$ cat config.mk
export PLATFORM = sky130hd
export DESIGN_NAME = predecode_buffer
export DESIGN_NICKNAME = d
export VERILOG_FILES = /design/src/rtl/predecode_buffer_pkg.sv /design/src/rtl/predecode_buffer_lane.sv /design/src/rtl/predecode_buffer.sv
export SDC_FILE = /design/constraint.sdc
export NUM_CORES = 1
export LEC_CHECK = 0
export CAP_MARGIN = 30
export CORE_UTILIZATION = 40
export CTS_CLUSTER_DIAMETER = 80
export DETAILED_ROUTE_END_ITERATION = 10
export HOLD_SLACK_MARGIN = 0.03
export PLACE_DENSITY_LB_ADDON = 0.2
export SLEW_MARGIN = 10
export SYNTH_ARGS = -nofsm -noshare
export SYNTH_HDL_FRONTEND = slang
export SYNTH_SLANG_ARGS = --single-unit
export TNS_END_PERCENT = 20
$ cat constraint.sdc
create_clock -name clock -period 9.6 [get_ports clock]
set_clock_uncertainty 0.15 [all_clocks]
set_input_delay 1.92 -clock clock [delete_from_list [all_inputs] [get_ports clock]]
set_output_delay 1.92 -clock clock [all_outputs]
set_load 0.01 [all_outputs]
$ cat src/rtl/predecode_buffer_pkg.sv
// Shared definitions for the pre-decode buffer: packet layout and RV32 control-flow encodings.
package predecode_buffer_pkg;

  localparam int INST_W = 32;

  typedef struct packed {
    logic              valid;
    logic [31:0]       pc;
    logic [INST_W-1:0] inst;
    logic              cond_branch;
    logic              jal;
    logic              jalr;
    logic              is_call;
    logic              is_return;
    logic [31:0]       target;
  } predecode_packet_t;

  localparam int PD_W = $bits(predecode_packet_t);

  localparam logic [6:0] RV32_OPC_BRANCH = 7'b1100011;
  localparam logic [6:0] RV32_OPC_JAL    = 7'b1101111;
  localparam logic [6:0] RV32_OPC_JALR   = 7'b1100111;

  localparam logic [2:0] RV32_F3_BEQ  = 3'b000;
  localparam logic [2:0] RV32_F3_BNE  = 3'b001;
  localparam logic [2:0] RV32_F3_BLT  = 3'b100;
  localparam logic [2:0] RV32_F3_BGE  = 3'b101;
  localparam logic [2:0] RV32_F3_BLTU = 3'b110;
  localparam logic [2:0] RV32_F3_BGEU = 3'b111;
  localparam logic [2:0] RV32_F3_JALR = 3'b000;

  // x1 (ra) and x5 (t0) are the link registers used for call/return hints
  function automatic logic is_link_reg(input logic [4:0] r);
    return (r == 5'd1) || (r == 5'd5);
  endfunction

endpackage

$ cat src/rtl/predecode_buffer_lane.sv
// Combinational pre-decoder for a single fetch lane: control-flow class, call/return hints, target.
module predecode_buffer_lane
  import predecode_buffer_pkg::*;
(
  input  logic              lane_valid,
  input  logic [31:0]       pc,
  input  logic [INST_W-1:0] inst,
  output predecode_packet_t pd
);

  logic [6:0]  opcode;
  logic [2:0]  funct3;
  logic [4:0]  rd;
  logic [4:0]  rs1;
  logic [31:0] br_imm;
  logic [31:0] jal_imm;
  logic        is_br;
  logic        is_jal;
  logic        is_jalr;

  assign opcode  = inst[6:0];
  assign funct3  = inst[14:12];
  assign rd      = inst[11:7];
  assign rs1     = inst[19:15];
  assign br_imm  = {{19{inst[31]}}, inst[31], inst[7], inst[30:25], inst[11:8], 1'b0};
  assign jal_imm = {{11{inst[31]}}, inst[31], inst[19:12], inst[20], inst[30:21], 1'b0};

  // Classify the instruction by opcode/funct3
  always_comb begin
    is_br   = 1'b0;
    is_jal  = 1'b0;
    is_jalr = 1'b0;
    case (opcode)
      RV32_OPC_BRANCH: is_br = funct3 inside {RV32_F3_BEQ, RV32_F3_BNE, RV32_F3_BLT,
                                              RV32_F3_BGE, RV32_F3_BLTU, RV32_F3_BGEU};
      RV32_OPC_JAL:    is_jal = 1'b1;
      RV32_OPC_JALR:   is_jalr = (funct3 == RV32_F3_JALR);
      default:         ;
    endcase
  end

  // Build the packet; an invalid lane carries pc/inst but no flags or target
  always_comb begin
    pd      = '0;
    pd.pc   = pc;
    pd.inst = inst;
    if (lane_valid) begin
      pd.valid       = 1'b1;
      pd.cond_branch = is_br;
      pd.jal         = is_jal;
      pd.jalr        = is_jalr;
      pd.is_call     = (is_jal | is_jalr) & is_link_reg(rd);
      pd.is_return   = is_jalr & is_link_reg(rs1) & (rd == 5'd0) & (rs1 != rd);
      if (is_br)
        pd.target = pc + br_imm;
      else if (is_jal)
        pd.target = pc + jal_imm;
      else
        pd.target = '0;
    end
  end

endmodule

$ cat src/rtl/predecode_buffer.sv
// Pre-decodes a WIDTH-lane fetch bundle, marks its oldest control-flow lane and queues it in a FIFO.
module predecode_buffer
  import predecode_buffer_pkg::*;
#(
  parameter int WIDTH       = 2,
  parameter int DEPTH       = 4,
  parameter int TRUNCATE_CF = 1
) (
  input  logic                                 clock,
  input  logic                                 reset,
  input  logic                                 flush,
  input  logic                                 in_valid,
  output logic                                 in_ready,
  input  logic [WIDTH-1:0]                     in_lane_valid,
  input  logic [WIDTH*32-1:0]                  in_pc,
  input  logic [WIDTH*INST_W-1:0]              in_inst,
  output logic                                 out_valid,
  input  logic                                 out_ready,
  output logic [WIDTH*PD_W-1:0]                out_pd,
  output logic                                 out_cf_found,
  output logic [((WIDTH > 1) ? $clog2(WIDTH) : 1)-1:0] out_cf_lane,
  output logic [$clog2(DEPTH):0]               count
);

  localparam int PTR_W = $clog2(DEPTH);
  localparam int CNT_W = PTR_W + 1;
  localparam int CF_W  = (WIDTH > 1) ? $clog2(WIDTH) : 1;
  localparam logic [CNT_W-1:0] DEPTH_C = CNT_W'(DEPTH);

  predecode_packet_t lane_pd [WIDTH];
  predecode_packet_t enq_pd  [WIDTH];
  logic              cf_found;
  logic              cf_uncond;
  logic [CF_W-1:0]   cf_lane;
  logic              trunc;

  predecode_packet_t mem_pd       [DEPTH][WIDTH];
  logic              mem_cf_found [DEPTH];
  logic [CF_W-1:0]   mem_cf_lane  [DEPTH];

  logic [PTR_W-1:0]  head;
  logic [PTR_W-1:0]  tail;
  logic              enq;
  logic              deq;

  for (genvar g = 0; g < WIDTH; g++) begin : g_lane
    predecode_buffer_lane u_lane (
      .lane_valid (in_lane_valid[g]),
      .pc         (in_pc[g*32 +: 32]),
      .inst       (in_inst[g*INST_W +: INST_W]),
      .pd         (lane_pd[g])
    );
  end

  // Find the oldest valid control-flow lane and drop younger lanes behind an unconditional jump
  always_comb begin
    cf_found  = 1'b0;
    cf_uncond = 1'b0;
    cf_lane   = '0;
    for (int i = WIDTH - 1; i >= 0; i--) begin
      if (lane_pd[i].valid && (lane_pd[i].cond_branch || lane_pd[i].jal || lane_pd[i].jalr)) begin
        cf_found  = 1'b1;
        cf_uncond = lane_pd[i].jal || lane_pd[i].jalr;
        cf_lane   = CF_W'(i);
      end
    end
    trunc = (TRUNCATE_CF != 0) && cf_found && cf_uncond;
    for (int i = 0; i < WIDTH; i++) begin
      enq_pd[i] = lane_pd[i];
      if (trunc && (CF_W'(i) > cf_lane))
        enq_pd[i].valid = 1'b0;
    end
  end

  assign in_ready  = (count < DEPTH_C);
  assign out_valid = (count != '0);
  assign enq       = in_valid & in_ready;
  assign deq       = out_valid & out_ready;

  // Bundle storage; contents are never cleared, emptiness is tracked by count alone
  always_ff @(posedge clock) begin
    if (!reset && !flush && enq) begin
      for (int i = 0; i < WIDTH; i++)
        mem_pd[tail][i] <= enq_pd[i];
      mem_cf_found[tail] <= cf_found;
      mem_cf_lane[tail]  <= cf_lane;
    end
  end

  // Pointer and occupancy tracking; reset beats flush, flush beats both handshakes
  always_ff @(posedge clock) begin
    if (reset || flush) begin
      head  <= '0;
      tail  <= '0;
      count <= '0;
    end else begin
      if (enq)
        tail <= tail + PTR_W'(1);
      if (deq)
        head <= head + PTR_W'(1);
      case ({enq, deq})
        2'b10:   count <= count + CNT_W'(1);
        2'b01:   count <= count - CNT_W'(1);
        default: ;
      endcase
    end
  end

  // Present the head entry, forced to zero while the FIFO is empty
  always_comb begin
    out_pd       = '0;
    out_cf_found = 1'b0;
    out_cf_lane  = '0;
    if (out_valid) begin
      for (int i = 0; i < WIDTH; i++)
        out_pd[i*PD_W +: PD_W] = mem_pd[head][i];
      out_cf_found = mem_cf_found[head];
      out_cf_lane  = mem_cf_lane[head];
    end
  end

endmodule
# --- Yosys cells after proc, flatten, opt, wreduce, memory -nomap -nowiden ---
# Memories as Yosys holds them, arrays and structs flattened. A register that Yosys moved wholly into a read port is not among the register bits.
# Index checks and enable logic that the tools add are counted.
# Widths: inputs -> output; s select.
word_totals:
  romBits: 0
  memories: 3
  latch_bits: 0
  regBits: 7
  ramBits: 824
  out_inout_bits: 211
op_classes:
  eq_ne: 28
  shift: 0
  n_addsub: 8
  bitwise_logic: 12
  div: 0
  n_mul: 0
  n_reduce_logical: 28
  order_cmp: 3
  n_mux: 33
memory_table:
  columns: ["memory", "depth", "width", "read_ports", "rd_clocked_by_memory_dff", "wr", "line_no", "text"]
  rows:
  - ["mem_pd", 4, 204, 1, 1, 1, "predecode_buffer.sv:37", "predecode_packet_t mem_pd [DEPTH][WIDTH];"]
  - ["mem_cf_found", 4, 1, 1, 1, 1, "predecode_buffer.sv:38", "logic mem_cf_found [DEPTH];"]
  - ["mem_cf_lane", 4, 1, 1, 1, 1, "predecode_buffer.sv:39", "logic [CF_W-1:0] mem_cf_lane [DEPTH];"]
ops:
  columns: ["cell", "n"]
  rows:
  - ["$mux 204", 1]
  - ["$add 32x32->32", 4]
  - ["$mux 32", 4]
  - ["$mux 37", 2]
  - ["$eq 7x7->1 const B", 6]
  - ["$eq 3x3->1 const B", 8]
  - ["$eq 5x1->1 const B", 4]
  - ["$eq 5x3->1 const B", 4]
  - ["$mux 1", 19]
  - ["$mux 2", 6]
  - ["$reduce_bool 6->1", 2]
  - ["$logic_or 1x1->1", 11]
  - ["$and 1x1->1", 10]
  - ["$logic_not 5->1", 2]
  - ["$ne 5x5->1", 2]
  - ["$logic_and 1x1->1", 7]
  - ["$eq 3x1->1 const B", 2]
  - ["$logic_not 3->1", 2]
  - ["$pmux 3 s2", 1]
  - ["$add 2x1->2 const B", 2]
  - ["$add 3x1->3 const B", 1]
  - ["$lt 3x3->1 const B", 1]
  - ["$reduce_bool 3->1", 1]
  - ["$sub 3x1->3 const B", 1]
  - ["other kinds (6)", 9]

# --- Longest topological paths before layout ---
depth:
  word_depth: 14
  ltp_mapped: 12
  mapped_depth_nobuf: 12

# --- Hierarchy ---
# A second synthesis with hierarchy kept.
hier_totals:
  hier_cells: 2429
  area_unflattened_um2: 38798.5
modules_own_cells:
  columns: ["mod", "seq_area_each_um2", "cells_each", "area_each_um2", "n_inst"]
  rows:
  - ["predecode_buffer", 24923.9, 1363, 31591.5, 1]
  - ["predecode_buffer_lane", 0.0, 533, 3603.5, 2]

# --- Worst setup path before layout ---
# No wires, ideal clock.
synth_timing:
  path_kind: "input-to-reg"
  start: "in in_valid"
  end: "mem mem_cf_found[0], enable pin"
  required_ns: 8.858
  slack_ns: 1.797
  arrival_time_ns: 7.060
  path_stages: 3
  setup_time_ns: 0.592
  n_path_buf: 1
  cell_sequence: "nor2b_1 -> clkbuf_1 -> and3_1"
synth_via:
  elab_chain_cells: 4
synth_lines:
  columns: ["element", "line_no", "text"]
  rows:
  - ["start, declared", "predecode_buffer.sv:12", "input logic in_valid,"]
  - ["$and 1x1->1", "predecode_buffer.sv:77", "assign enq = in_valid & in_ready;"]
  - ["$logic_and 1x1->1", "predecode_buffer.sv:82", "if (!reset && !flush && enq) begin"]
  - ["$mux 1", "predecode_buffer.sv:82", null]
  - ["$mux 1 (not written as such)", "predecode_buffer.sv:85", "mem_cf_found[tail] <= cf_found;"]
  - ["end, declared", "predecode_buffer.sv:38", null]
# Every way passes these cells.

# --- Worst setup path in the final report ---
layout_timing:
  start: "reg count[0]"
  end: "out out_pd[115]"
layout_via:
  elab_chain_cells: 2
layout_lines:
  columns: ["element", "line_no", "text"]
  rows:
  - ["start, declared", "predecode_buffer.sv:22", "output logic [$clog2(DEPTH):0] count"]
  - ["start signal, assigned", "predecode_buffer.sv:102", "2'b10: count <= count + CNT_W'(1);"]
  - ["start signal, assigned", "predecode_buffer.sv:103", "2'b01: count <= count - CNT_W'(1);"]
  - ["$reduce_bool 3->1", "predecode_buffer.sv:76", "assign out_valid = (count != '0);"]
  - ["$mux 204", "predecode_buffer.sv:114", "if (out_valid) begin"]
  - ["end, declared", "predecode_buffer.sv:19", "output logic [WIDTH*PD_W-1:0] out_pd,"]
# Every way passes these cells.

==> summary.md <==
| Metric | Value |
|---|---|
| Cell Count, Final, Fillers Out | `3,935` |
| GPL Wtd Cong | `0.869` |
| Share of flip-flops with an asynchronous set or reset | `0%` |
| Avg Inst Size Synth | `16.6 sq um` |
| CP Launch Type | `flop` |
| RR Startpoint | `count[2]$_SDFFE_PP0P_` |
| Vias post-DR | `22,000` |
| CTS tree | `yes` |
| Die X | `308 microns` |
| Hold Path Class | `flop to flop` |
| Max-slew violation count | `0` |
| Cells after Synth | `2,265` |
| Total grt overflow | `0` |
| DP HPWL | `63,000 microns` |
| Top cell type by total area after synthesis | `edfxtp_1` |
| Final cell utilization of the core | `49.3%` |
| Initial Utilization | `40.7%` |
| Clock root cell | `clkbuf_16` |
| Max cap viols | `0` |
| CP Data Required Time | `7.53 ns` |
| Clock Tree Buf Depth | `3` |
| Primary FF master, synth | `edfxtp_1` |
| Sum of negative setup slack | `0 ns` |
| Wire per inst | `24.8 microns` |
| I/O pins | `346` |
| Setup CP Type | `flop to output pin` |
| Final wirelength | `97,600 microns` |
| First-pass GRT wire length | `146,000 microns` |
| Final net count | `2,854` |
| Least-Margin Pin Slew | `0.995 ns` |
| Final setup fails | `0` |
| Post-CTS Hold Buffers | `0` |
| Final WS setup | `4.02 ns` |
| Max FO, Critical Path | `84` |
| Post_cts resized | `0` |
| Synth top area cells | `edfxtp_1, mux4_2, and2_1, ha_1, a21oi_1` |
| Area delta synth->final | `21.2%` |
| Clk sink count | `833` |
| Fmax | `179 MHz` |
| Power per cell area | `181 nW/um^2` |
| DP Worst Slack | `3.61 ns` |
| Die ar. | `95,000 sq um` |
| Die Y | `308 microns` |
| R2R depth | `4` |
| Share of the clock period used by the worst path after layout | `58.1%` |
| Leak | `0.0152 uW` |
| DR pass1 iterations | `5` |
| Tmin final | `5.58 ns` |
| RSZ-0062 raised after global routing | `no` |
| Post-Syn Area | `37,500 sq um` |
| Yosys cell types | `84` |
| Outcome | `finished clean` |
| Seq/Total Area, Yosys | `66.5%` |
| Tot Pwr | `8220 uW` |
| CP startpoint | `count[0]$_SDFFE_PP0P_` |
| Core box area | `92,200 sq um` |
| Critical Path Sink Type | `output pin` |
| Number of routed nets with antenna violations | `0` |
| EDFF count, synth | `824` |
| Later-pin clock latency in the skew report | `0.64 ns` |
| Dpl cells | `3,773` |
| Warnings from Yosys | `0` |
| Mapped Nets | `2,496` |
| Most numerous cell in the Yosys netlist | `edfxtp_1` |
| Vias in the first global route | `22,600` |
| Port-buffer cells | `345` |
| Row cnt | `111` |
| DRT iter0 DRCs | `1,691` |
| Worst setup endpoint | `out_pd[115]` |
| Yosys reg bits | `833` |
| Remaining routing DRC violations | `0` |
| Maximum level of the CTS H-tree | `3` |
| Maximum number of pins on one net before global-route repair | `102` |
| Global Route Usage Sum | `20.7%` |
| Worst reg2reg endpoint | `mem_pd[2][125]$_DFFE_PP_` |
| Maximum vdd drop | `0.115 mV` |
| Routed vias/inst | `5.59` |
| Synth top cells by count | `edfxtp_1, and2_1, mux4_2, a21oi_1, ha_1` |
| CTS buffer count | `91` |
| Top-area cell type share of the netlist area | `66.0%` |
| Diode count | `0` |
| WP data arrival | `3.51 ns` |
| R2R setup slack | `6.54 ns` |
| Slew headroom | `33.7%` |
| Initial antenna violation count | `8` |
| Final Hold Fails | `0` |
| Post-CTS setup buffer count | `0` |
| Layout cell share with drive strength beyond 1 | `14.8%` |
| Clock slew at reported path FFs | `0.06 ns` |
## area by class of cell
cell class | count | area (sq um)
sequential | 833 | 24900
fill | 7776 | 46800
inverter | 50 | 188
clock buffer | 111 | 2500
tap | 1243 | 1560
timing repair buffer | 374 | 3860
clock inverter | 51 | 427
multi-input combinational | 1273 | 12000
## per-stage QoR
step | hold slack [ns] | cell area [sq um]
2_1_floorplan | 0.335 | 37500
3_3_place_gp | 0.349 | 42400
3_5_place_dp | 0.360 | 42500
4_1_cts | 0.373 | 45500
5_1_grt | 0.422 | 45500
6_report | 0.373 | 45500
## power breakdown
group          switching [uW]  internal (uW)  total, uW
Clock                    1390           2030       3420
Combinational             442            333        775
Sequential               7.95           4020       4030
Total                    1840           6380       8220
## layer usage
| layer | track usage (%) | wire (microns) |
|---|---|---|
| met1 | 28.9 | 42900 |
| met4 | 5.28 | 2180 |
| met2 | 33.0 | 46400 |
| met5 | 0 | 79 |
| met3 | 4.31 | 5980 |
## critical path: stages (launching register included)
cell and delay (ns):
dfxtp_1 0.37, inv_1 0.12, nand3_4 0.52, buf_4 0.79, and2_1 0.35, clkdlybuf4s50_1 0.61
## cells by family after synthesis
logic type | share of synthesized area, %
buffers and inverters | 1.63
muxes | 12.5
adders and majority gates | 3.30
and+or+nand+nor | 7.27
AOI/OAI and AO/OA | 7.67
xor gates and xnor gates | 1.14
DFF | 66.5
## worst min-delay path by stage
stage	start	endpoint	slack (ns)	cells after the start
2_1_floorplan	head[1]$_SDFFE_PP0P_	flop	0.33	2
3_3_place_gp	head[1]$_SDFFE_PP0P_	flop	0.35	2
3_5_place_dp	count[1]$_SDFFE_PP0P_	count[1]$_SDFFE_PP0P_	0.36	2
4_1_cts	count[1]$_SDFFE_PP0P_	count[1]$_SDFFE_PP0P_	0.37	2
5_1_grt	head[1]$_SDFFE_PP0P_	head[1]$_SDFFE_PP0P_	0.42	2
6_report	count[1]$_SDFFE_PP0P_	count[1]$_SDFFE_PP0P_	0.37	2
## sequential cells by signal, indices dropped and copies added (netlist names), named ones only
| register | flops |
|---|---|
| head | 2 |
| tail | 2 |
| count | 3 |
| mem_cf_found | 4 |
| mem_pd | 816 |
| mem_cf_lane | 4 |
## cells in the final DEF, fill, tap and decap left out, drive strengths merged, types with 9 or more instances in the layout
cell type,instances
and2,220
xor2,25
or3,12
clkdlybuf4s50,345
a21o,53
ha,91
inv,48
o21a,12
o21bai,11
and3,20
nor2,67
a21oi,115
dfxtp,9
o22ai,33
nand2,61
a211oi,12
nor2b,16
edfxtp,824
mux4,206
clkbuf,111
a22oi,18
nand3,38
nor3,20
nand2b,16
o21ai,74
clkinv,41
buf,29
xnor2,24
Note: power is estimated with default switching activity, not from simulation.
